--- src/rtl/egress_frame_writer_pkg.sv ---
// Shared types for the egress frame writer: FSM states, fabric header layout
// and the pointer-FIFO descriptor format.
package egress_frame_writer_pkg;

  localparam int ERR_BIT = 16;
  localparam int SRC_MSB = 15;
  localparam int SRC_LSB = 12;
  localparam int LEN_W   = 12;
  localparam int DESC_W  = 17;

  typedef enum logic [2:0] {
    ST_IDLE = 3'd0,
    ST_HDR1 = 3'd1,
    ST_HDR2 = 3'd2,
    ST_DATA = 3'd3,
    ST_TAIL = 3'd4,
    ST_SKIP = 3'd5
  } efw_state_e;

  // Second header byte: source port and upper length nibble.
  typedef struct packed {
    logic [3:0] src;
    logic [3:0] len_hi;
  } fab_hdr1_t;

  function automatic logic [DESC_W-1:0] make_desc(input logic err,
                                                  input logic [3:0] src,
                                                  input logic [LEN_W-1:0] len);
    logic [DESC_W-1:0] d;
    d                  = {DESC_W{1'b0}};
    d[ERR_BIT]         = err;
    d[SRC_MSB:SRC_LSB] = src;
    d[LEN_W-1:0]       = len;
    return d;
  endfunction

endpackage

--- src/rtl/egress_frame_writer_if.sv ---
// Fabric record stream plus the data/pointer FIFO write ports of one egress port.
interface egress_frame_writer_if;
  logic        sof;
  logic        dv;
  logic [7:0]  data;
  logic        bp;
  logic        dfifo_wr;
  logic [7:0]  dfifo_din;
  logic [11:0] dfifo_free;
  logic        pfifo_wr;
  logic [16:0] pfifo_din;
  logic        pfifo_full;

  modport master (
    output sof, dv, data, dfifo_free, pfifo_full,
    input  bp, dfifo_wr, dfifo_din, pfifo_wr, pfifo_din
  );

  modport slave (
    input  sof, dv, data, dfifo_free, pfifo_full,
    output bp, dfifo_wr, dfifo_din, pfifo_wr, pfifo_din
  );
endinterface

--- src/rtl/egress_frame_writer_sat_counter16.sv ---
// 16-bit statistics counter that sticks at all-ones; clear beats increment.
module sat_counter16 (
  input  logic        clk,
  input  logic        rstn,
  input  logic        inc,
  input  logic        clr,
  output logic [15:0] value
);

  // Saturating count with synchronous clear priority.
  always_ff @(posedge clk or negedge rstn) begin
    if (!rstn) begin
      value <= 16'h0000;
    end else if (clr) begin
      value <= 16'h0000;
    end else if (inc && (value != 16'hFFFF)) begin
      value <= value + 16'd1;
    end else begin
      value <= value;
    end
  end

endmodule

--- src/rtl/egress_frame_writer.sv ---
// Egress sink for the fabric record stream: claims records addressed to
// PORT_ID, strips the 3-byte header, writes payload and one descriptor per frame.
module egress_frame_writer
  import egress_frame_writer_pkg::*;
#(
  parameter int PORT_ID   = 0,
  parameter int MAX_LEN   = 1536,
  parameter int BP_THRESH = 1600
) (
  input  logic                 clk,
  input  logic                 rstn,
  egress_frame_writer_if.slave fab,
  input  logic                 stat_clr,
  output logic [15:0]          frm_cnt,
  output logic [15:0]          drop_cnt,
  output logic [15:0]          err_cnt
);

  localparam logic [LEN_W-1:0] MAX_LEN_C = 12'(MAX_LEN);
  localparam logic [11:0]      BP_C      = 12'(BP_THRESH);

  efw_state_e        state_r;
  logic [3:0]        src_r;
  logic [3:0]        len_hi_r;
  logic [LEN_W-1:0]  len_r;
  logic [LEN_W-1:0]  cnt_r;
  logic              bp_r;
  logic              dfifo_wr_r;
  logic [7:0]        dfifo_din_r;
  logic              pfifo_wr_r;
  logic [DESC_W-1:0] pfifo_din_r;
  logic              frm_inc_r;
  logic              drop_inc_r;
  logic              err_inc_r;

  logic              start_s;
  logic              accept_s;
  logic [LEN_W-1:0]  len_s;
  logic [LEN_W-1:0]  cnt_nxt_s;
  fab_hdr1_t         hdr1_s;

  assign start_s   = fab.sof & fab.dv;
  assign hdr1_s    = fab.data;
  assign len_s     = {len_hi_r, fab.data};
  assign cnt_nxt_s = cnt_r + 12'd1;
  // Space is reserved only here; the reader can only add free space later.
  assign accept_s  = (len_s != 12'd0) && (len_s <= MAX_LEN_C) &&
                     (fab.dfifo_free >= len_s) && !fab.pfifo_full;

  // A sof byte always starts a new record, whatever state we were in.
  function automatic efw_state_e byte0_next(input logic [7:0] b);
    return b[PORT_ID] ? ST_HDR1 : ST_SKIP;
  endfunction

  // Record FSM with header latch and registered FIFO write path.
  always_ff @(posedge clk or negedge rstn) begin
    if (!rstn) begin
      state_r     <= ST_IDLE;
      src_r       <= 4'd0;
      len_hi_r    <= 4'd0;
      len_r       <= 12'd0;
      cnt_r       <= 12'd0;
      bp_r        <= 1'b0;
      dfifo_wr_r  <= 1'b0;
      dfifo_din_r <= 8'd0;
      pfifo_wr_r  <= 1'b0;
      pfifo_din_r <= 17'd0;
      frm_inc_r   <= 1'b0;
      drop_inc_r  <= 1'b0;
      err_inc_r   <= 1'b0;
    end else begin
      dfifo_wr_r <= 1'b0;
      pfifo_wr_r <= 1'b0;
      frm_inc_r  <= 1'b0;
      drop_inc_r <= 1'b0;
      err_inc_r  <= 1'b0;
      bp_r       <= (fab.dfifo_free < BP_C) || fab.pfifo_full;
      case (state_r)
        ST_IDLE: begin
          if (start_s) state_r <= byte0_next(fab.data);
          else         state_r <= ST_IDLE;
        end
        ST_HDR1: begin
          if (start_s) begin
            drop_inc_r <= 1'b1;
            state_r    <= byte0_next(fab.data);
          end else if (!fab.dv) begin
            drop_inc_r <= 1'b1;
            state_r    <= ST_IDLE;
          end else begin
            src_r    <= hdr1_s.src;
            len_hi_r <= hdr1_s.len_hi;
            state_r  <= ST_HDR2;
          end
        end
        ST_HDR2: begin
          if (start_s) begin
            drop_inc_r <= 1'b1;
            state_r    <= byte0_next(fab.data);
          end else if (!fab.dv) begin
            drop_inc_r <= 1'b1;
            state_r    <= ST_IDLE;
          end else if (accept_s) begin
            len_r   <= len_s;
            cnt_r   <= 12'd0;
            state_r <= ST_DATA;
          end else begin
            drop_inc_r <= 1'b1;
            state_r    <= ST_SKIP;
          end
        end
        ST_DATA: begin
          if (start_s || !fab.dv) begin
            // Truncated frame: commit what was written, flagged as errored.
            pfifo_wr_r  <= 1'b1;
            pfifo_din_r <= make_desc(1'b1, src_r, cnt_r);
            err_inc_r   <= 1'b1;
            state_r     <= start_s ? byte0_next(fab.data) : ST_IDLE;
          end else begin
            dfifo_wr_r  <= 1'b1;
            dfifo_din_r <= fab.data;
            cnt_r       <= cnt_nxt_s;
            if (cnt_nxt_s == len_r) begin
              pfifo_wr_r  <= 1'b1;
              pfifo_din_r <= make_desc(1'b0, src_r, len_r);
              frm_inc_r   <= 1'b1;
              state_r     <= ST_TAIL;
            end else begin
              state_r <= ST_DATA;
            end
          end
        end
        ST_TAIL, ST_SKIP: begin
          if (start_s)      state_r <= byte0_next(fab.data);
          else if (!fab.dv) state_r <= ST_IDLE;
          else              state_r <= state_r;
        end
        default: state_r <= ST_IDLE;
      endcase
    end
  end

  assign fab.bp        = bp_r;
  assign fab.dfifo_wr  = dfifo_wr_r;
  assign fab.dfifo_din = dfifo_din_r;
  assign fab.pfifo_wr  = pfifo_wr_r;
  assign fab.pfifo_din = pfifo_din_r;

  sat_counter16 u_frm_cnt  (.clk(clk), .rstn(rstn), .inc(frm_inc_r),  .clr(stat_clr), .value(frm_cnt));
  sat_counter16 u_drop_cnt (.clk(clk), .rstn(rstn), .inc(drop_inc_r), .clr(stat_clr), .value(drop_cnt));
  sat_counter16 u_err_cnt  (.clk(clk), .rstn(rstn), .inc(err_inc_r),  .clr(stat_clr), .value(err_cnt));

endmodule

--- src/flat_wrapper.sv ---
// flat-port wrapper written by rule: the top's interface ports become plain ports
module egress_frame_writer_flat import egress_frame_writer_pkg::*;
#(
  parameter int PORT_ID   = 0,
  parameter int MAX_LEN   = 1536,
  parameter int BP_THRESH = 1600
)
  (clk, rstn, stat_clr, frm_cnt, drop_cnt, err_cnt, fab_sof, fab_dv, fab_data, fab_dfifo_free, fab_pfifo_full, fab_bp, fab_dfifo_wr, fab_dfifo_din, fab_pfifo_wr, fab_pfifo_din);
  egress_frame_writer_if fab_i ();
  input  logic clk;
  input  logic rstn;
  input  logic stat_clr;
  output logic [15:0] frm_cnt;
  output logic [15:0] drop_cnt;
  output logic [15:0] err_cnt;
  input wire logic [$bits(fab_i.sof)-1:0] fab_sof;
  input wire logic [$bits(fab_i.dv)-1:0] fab_dv;
  input wire logic [$bits(fab_i.data)-1:0] fab_data;
  input wire logic [$bits(fab_i.dfifo_free)-1:0] fab_dfifo_free;
  input wire logic [$bits(fab_i.pfifo_full)-1:0] fab_pfifo_full;
  output wire logic [$bits(fab_i.bp)-1:0] fab_bp;
  output wire logic [$bits(fab_i.dfifo_wr)-1:0] fab_dfifo_wr;
  output wire logic [$bits(fab_i.dfifo_din)-1:0] fab_dfifo_din;
  output wire logic [$bits(fab_i.pfifo_wr)-1:0] fab_pfifo_wr;
  output wire logic [$bits(fab_i.pfifo_din)-1:0] fab_pfifo_din;
  assign fab_i.sof = fab_sof;
  assign fab_i.dv = fab_dv;
  assign fab_i.data = fab_data;
  assign fab_i.dfifo_free = fab_dfifo_free;
  assign fab_i.pfifo_full = fab_pfifo_full;
  assign fab_bp = fab_i.bp;
  assign fab_dfifo_wr = fab_i.dfifo_wr;
  assign fab_dfifo_din = fab_i.dfifo_din;
  assign fab_pfifo_wr = fab_i.pfifo_wr;
  assign fab_pfifo_din = fab_i.pfifo_din;
  egress_frame_writer #(.PORT_ID(PORT_ID), .MAX_LEN(MAX_LEN), .BP_THRESH(BP_THRESH)) u_core (.clk(clk), .rstn(rstn), .fab(fab_i), .stat_clr(stat_clr), .frm_cnt(frm_cnt), .drop_cnt(drop_cnt), .err_cnt(err_cnt));
endmodule
--- config.mk ---
export PLATFORM = sky130hd
export DESIGN_NAME = egress_frame_writer_flat
export DESIGN_NICKNAME = d
export VERILOG_FILES = /design/src/rtl/egress_frame_writer_pkg.sv /design/src/rtl/egress_frame_writer_if.sv /design/src/rtl/egress_frame_writer_sat_counter16.sv /design/src/rtl/egress_frame_writer.sv /design/src/flat_wrapper.sv
export SDC_FILE = /design/constraint.sdc
export NUM_CORES = 1
export LEC_CHECK = 0
export ABC_CLOCK_PERIOD_IN_PS = 5700
export CAP_MARGIN = 20
export CELL_PAD_IN_SITES_DETAIL_PLACEMENT = 1
export CELL_PAD_IN_SITES_GLOBAL_PLACEMENT = 1
export CORE_ASPECT_RATIO = 1.25
export CORE_MARGIN = 5
export CORE_UTILIZATION = 31
export DETAILED_ROUTE_END_ITERATION = 6
export HOLD_SLACK_MARGIN = 0.08
export PLACE_DENSITY = 0.61
export SLEW_MARGIN = 20
export SYNTH_ARGS = -nofsm -noshare
export SYNTH_HDL_FRONTEND = slang
export SYNTH_SLANG_ARGS = --single-unit
--- constraint.sdc ---
create_clock -name clk -period 5.7 [get_ports clk]
set_input_delay 0.855 -clock clk [delete_from_list [all_inputs] [get_ports clk]]
set_output_delay 0.855 -clock clk [all_outputs]
set_load 0.1 [all_outputs]
Word-level counts from Yosys, hierarchy flattened
Index checks and enable logic that the tools add are counted.
- register bits after elaboration: 114
- input port bits: 26
- output and inout port bits: 76
- word-level logic and storage cells: 103
- $add $sub $neg: 4
- magnitude comparators: 3
- equal/unequal tests: 14
- muxes and demuxes: 40
- bitwise operators: 3
- reduce and logical (&&, ||, !) cells: 23
- operator list (cell ; count):
    16-bit 2-to-1 mux ; 6
    16-bit by 1-bit adder with 16-bit output, second input constant ; 3
    12-bit 2-to-1 mux ; 4
    16-bit inequality test, second input constant ; 3
    17-bit 2-to-1 mux ; 2
    3-bit 2-to-1 mux ; 10
    12-bit one-hot mux with 2 select lines ; 1
    3-bit one-hot mux with 5 select lines ; 1
    1-bit 2-to-1 mux ; 14
    12-bit by 1-bit adder with 12-bit output, second input constant ; 1
    12-bit equality test ; 1
    12-bit greater-or-equal comparator ; 1
    12-bit by 11-bit less-or-equal comparator with 1-bit output, second input constant ; 1
    12-bit by 11-bit less-than comparator with 1-bit output, second input constant ; 1
    12-bit nonzero test ; 1
    2-bit nonzero test ; 5
    3-bit by 2-bit equality test with 1-bit output, second input constant ; 2
    3-bit equality test, second input constant ; 2
    1-bit logical AND ; 6
    2-bit inequality test, second input constant ; 3
    5-bit AND reduction ; 1
    2-bit AND reduction ; 2
    4-bit AND reduction ; 1
    3-bit by 1-bit equality test with 1-bit output, second input constant ; 1
    11 further kinds ; 14

Depth between registers and ports, before layout
- depth in word-level cells: 8
- gate-level depth with buffers: 11
- mapped depth without buffers: 9

Modules after synthesis
A second synthesis with hierarchy kept.
- cells, all modules: 634
- area total of the unflattened synthesis: 6327.3 µm²
- by module, submodules not included (module ; instances ; cells each ; area an instance (µm²) ; seq. area each (µm²)):
    egress_frame_writer ; 1 ; 344 ; 3512.1 ; 1651.6
    sat_counter16 at u_core.u_drop_cnt ... ; 2 ; 98 ; 942.2 ; 400.4
    sat_counter16 at u_core.u_frm_cnt ; 1 ; 94 ; 930.9 ; 400.4

Worst setup path after synthesis
Ideal clock, no wire load.
- path kind: register to register
- start: reg u_core.u_frm_cnt.value[0]
- end: reg u_core.u_frm_cnt.value[15]
- setup time: 0.132 ns
- data arrival time: 3.067 ns
- required time: 5.568 ns
- path slack: 2.501 ns
- stages on the path, launching flop included: 10
- path buffers: 1
- period minus slack after synthesis: 3.199 ns
- cell sequence: dfrtp_1 -> ha_1 -> nand2_1 -> or3_1 -> o41ai_1 -> or2_2 -> buf_2 -> nor3_1 -> xnor2_1 -> nor2_1
- longest elaborated chain between the ends: 3
- elaborated cells between the ends (all ways): 6
- those cells by class: 1 x add/sub; 1 x eq/ne; 2 x mux; 2 x reduce/logical
- ends and longest elaborated chain (element ; RTL line ; source):
    start: declaration ; egress_frame_writer_sat_counter16.sv:7 ; output logic [15:0] value
    start signal: assignment ; egress_frame_writer_sat_counter16.sv:17 ; value <= value + 16'd1;
    start signal: assignment ; egress_frame_writer_sat_counter16.sv:19 ; value <= value;
    16-bit by 1-bit adder with 16-bit output or 16-bit inequality test (tied branches) ; egress_frame_writer_sat_counter16.sv:17, egress_frame_writer_sat_counter16.sv:16 ;
    16-bit 2-to-1 mux or 1-bit logical AND (tied branches) ; egress_frame_writer_sat_counter16.sv:16 ; end else if (inc && (value != 16'hFFFF)) begin
    16-bit 2-to-1 mux or 2-bit nonzero test (tied branches) ; n/a ;
Several ways; a longest one is shown, not always the timed one. The select of a mux whose other input is x is not followed.
A chain may end at the register's enable or synchronous reset.

Worst setup path in the final report
- start: reg u_core.cnt_r[0]
- end: reg u_core.pfifo_din_r[8], in the netlist u_core.fab.pfifo_din[8]
- longest elaborated chain between the ends: 4
- ends and longest elaborated chain (element ; RTL line ; source):
    start: declaration ; egress_frame_writer.sv:26 ; logic [LEN_W-1:0] cnt_r;
    start signal: assignment ; egress_frame_writer.sv:122 ; cnt_r <= cnt_nxt_s;
    12-bit by 1-bit adder with 12-bit output ; egress_frame_writer.sv:45 ; assign cnt_nxt_s = cnt_r + 12'd1;
    12-bit equality test ; egress_frame_writer.sv:123 ; if (cnt_nxt_s == len_r) begin
    2-bit nonzero test (no source line) ; n/a ;
    2-bit AND reduction (no source line) ; n/a ;
    end signal: assignment ; egress_frame_writer.sv:116 ; pfifo_din_r <= make_desc(1'b1, src_r, cnt_r);
    end signal: assignment ; egress_frame_writer.sv:125 ; pfifo_din_r <= make_desc(1'b0, src_r, len_r);
    end: declaration ; egress_frame_writer.sv:31 ; logic [DESC_W-1:0] pfifo_din_r;
Every way passes these cells.

==> run_results.csv <==
group,metric,value,unit
critical_path,r2r_cells,8,
timing,slew_headroom,0.3008,
power,p_total,0.002324,W
clocking,path_clk_slew,0.06,ns
clocking,postCtsHoldBufs,0,
power,ir_drop,0.2448,mV
critical_path,critPathArrivalTime,3.69,ns
floorplan,rows,56,
detailed_routing,routed-via-count,5066,
critical_path,r2r_start,"u_core.cnt_r[0]",
final_layout,stdcell_count,955,
power,leakage,3.444,nW
synth,synthArstFlopShare,1.000,
power,power.density,300.8,nW/um^2
clocking,cts_setup_buffers,0,
timing,tightestPinTransition,1.046,ns
final_layout,drive_gt1_frac,0.08299,
grt,grt-ovfl-total,0,
job,cap_violations,0,
synth,yosysTopAreaCellShare,0.4834,
detailed_routing,antenna_left,0,
place,dp_hpwl,12.45,mm
clocking,cts_resized,0,
place,globalplace.congestion,0.8910,
min_path,worstHoldStart,"u_core.src_r[0]",
grt,grt_pass1_wl,29.01,mm
detailed_routing,wl,17.35,mm
floorplan,die_h,164.3,um
grt,grt_pass1_vias,5614,
final_layout,finish.instance_area,7726,um^2
synth,synth_area_per_cell,9.644,um^2
final_layout,layout.nets,752,
critical_path,cp_max_fo,17,
synth,netlist_area,5902,um^2
synth,netlist_top_cells_count,"114 x dfrtp_1, 62 x nor2_1, 52 x nand2_1",
run_status,status,"complete, no violations",
synth,yosysSeqAreaShare,0.4834,
critical_path,crit_type,"reg2reg",
timing,finalSetupViolCount,0,
timing,fmax,294.2,MHz
final_layout,fillers,2135,
min_path,hold_depth,2,
synth,synthDistinctLibCells,55,
grt,grt_max_degree,72,
synth,synth_seq_cells,114,
critical_path,cp-start-kind,"flop",
synth,synthCells,612,
grt,track_usage,0.1645,
timing,report.final.hold_viol_count,0,
floorplan,die-area,21910,um^2
place,port_buffers,101,
critical_path,reg2reg_to,"u_core.fab.pfifo_din[8]",
synth,synth_top_flop_cell,"dfrtp_1",
clocking,cts_buffer_depth,2,
critical_path,r2r_slack,2.30,ns
clocking,cts.sinks,114,
synth,synth-edff-count,0,
final_layout,syn_to_final_growth,30.91,%
clocking,cts_made_buffers,17,
timing,fin_crit_sh,0.5962,
timing,period_needed,3.399,ns
floorplan,die_w,133.4,um
detailed_routing,drc,0,
critical_path,endpoint_kind,"flop",
timing,rsz0062_at_grt,"false",
place,place_area,7117,um^2
synth,synthMostInstantiatedCell,"dfrtp_1",
critical_path,crit_required,5.99,ns
synth,synth_area_leaders,"dfrtp_1 48%, xor2_1 4.3%, nor2_1 3.9%, ha_1 3.4%, nand2_1 3.3%",
floorplan,core-area,18780,um^2
timing,fin_tns_setup,0,ns
detailed_routing,drt-initial-drc-count,211,
grt,antenna_found_initial,0,
detailed_routing,wl_per_cell,18.17,um
timing,fin_skew,0.008178,ns
synth,yosys.area.top_type,"dfrtp_1",
clocking,clkLatencyLatePin,0.41,ns
clocking,htreeDepth,4,
min_path,worstHoldPathType,"reg2reg",
clocking,cts_root_buf,"clkbuf_16",
synth,yosys_warnings,0,
timing,slew_viol_final,0,
floorplan,initial_core_util,0.3143,
detailed_routing,drt_first_pass_iters,4,
final_layout,antenna_cells,0,
synth,synthesis.nets,654,
min_path,whs_endpoint,"u_core.src_r[0]",
clocking,cts_tree,"built",
floorplan,pin_count,102,
detailed_routing,via_per_inst,5.305,
place,dp.cells,923,
## registers in the layout, indices dropped and copies added, names as in the netlist, 3 cells and up
signal	flops
u_core.fab.pfifo_din	17
u_core.src_r	4
u_core.u_frm_cnt.value	16
u_core.fab.dfifo_din	8
u_core.u_drop_cnt.value	16
u_core.len_r	12
u_core.u_err_cnt.value	16
u_core.cnt_r	12
u_core.len_hi_r	4
u_core.state_r	3
## cells in the final DEF, fill, tap and decap left out, drive strengths merged, types with 2 or more instances in the layout
cell type / instances
nand3: 28
ha: 16
a221o: 12
clkbuf: 20
mux2i: 5
nand2b: 4
nor4b: 2
o211a: 3
a31oi: 6
a211o: 3
clkdlybuf4s50: 100
inv: 29
a41oi: 3
bufinv: 4
clkinv: 7
nor2b: 5
dfrtp: 114
mux2: 16
nor2: 62
and3: 21
a21oi: 25
o21ai: 37
o211ai: 2
nor3: 21
or3: 14
a21o: 4
and4: 9
a211oi: 3
xor2: 29
o21a: 4
nand2: 52
nand4: 16
a2111oi: 2
nor4: 5
xnor2: 14
a22oi: 2
buf: 9
## power breakdown
part / switching (W) / internal (W)
Clock: 0.000376 / 0.000737
Sequential: 0.0000462 / 0.000850
Combinational: 0.000216 / 0.0000993
Total: 0.000638 / 0.00169
## how the worst max path moves through the flow
| stage | startpoint | end | cells past startpoint |
|---|---|---|---|
| 3_5_place_dp | fab_data[0] | u_core.len_r[8] | 9 |
| 4_1_cts | u_core.cnt_r[0] | u_core.fab.pfifo_din[11] | 8 |
| 2_1_floorplan | u_core.u_frm_cnt.value[0] | u_core.u_frm_cnt.value[15] | 9 |
| 5_1_grt | u_core.cnt_r[0] | u_core.fab.pfifo_din[10] | 8 |
| 6_report | u_core.cnt_r[0] | u_core.fab.pfifo_din[8] | 8 |
| 3_3_place_gp | fab_data[0] | u_core.len_r[8] | 9 |
## routing by layer
| layer | track usage | vias up | share of wire |
|---|---|---|---|
| met5 | 0 | - | 0 |
| met4 | 0.06361 | 0 | 0.021 |
| met3 | 0.03493 | 26 | 0.038 |
| met2 | 0.2967 | 105 | 0.51 |
| met1 | 0.1911 | 2559 | 0.43 |
| li1 | - | 2376 | - |
## worst max-delay path, cell delays in order, from the launching register on
cell and delay (ns):
dfrtp_1 0.54, ha_1 0.33, nand3_1 0.31, a2111oi_0 0.40
o311ai_1 0.17, nor4_1 0.31, nand3_1 0.26, a21o_1 0.50
a221o_1 0.45
## cells by family after synthesis
group,count (synthesis),synth area share
xor gates and xnor gates,43,0.06381
and+or+nand+nor,243,0.2071
adders and majority gates,16,0.03392
DFF,114,0.4834
muxes,21,0.03901
buffers and inverters,59,0.04282
AOI/OAI and AO/OA,116,0.1300
## through the flow
step                utilization  worst slack, ns  hold slack (ns)
floorplan                     -            2.501           0.4460
global placement         0.3790            2.154           0.4716
detailed placement       0.3790            2.004           0.4806
CTS                      0.4114            2.266           0.4935
global route             0.4114            2.013           0.5041
finish                   0.4114            2.301           0.4860
## layout make-up
class / count / area (um^2) / area share
flip-flops and latches: 114 / 2853 / 0.3692
multi-input cells: 439 / 2796 / 0.3619
repair buffers: 109 / 1069 / 0.1383
clock buffers: 20 / 446.7 / 0.05781
well taps: 232 / 290.3 / 0.03757
clock inverters: 12 / 162.7 / 0.02105
inverters: 29 / 108.9 / 0.01409
No activity file was read; power rests on OpenSTA's default activity.
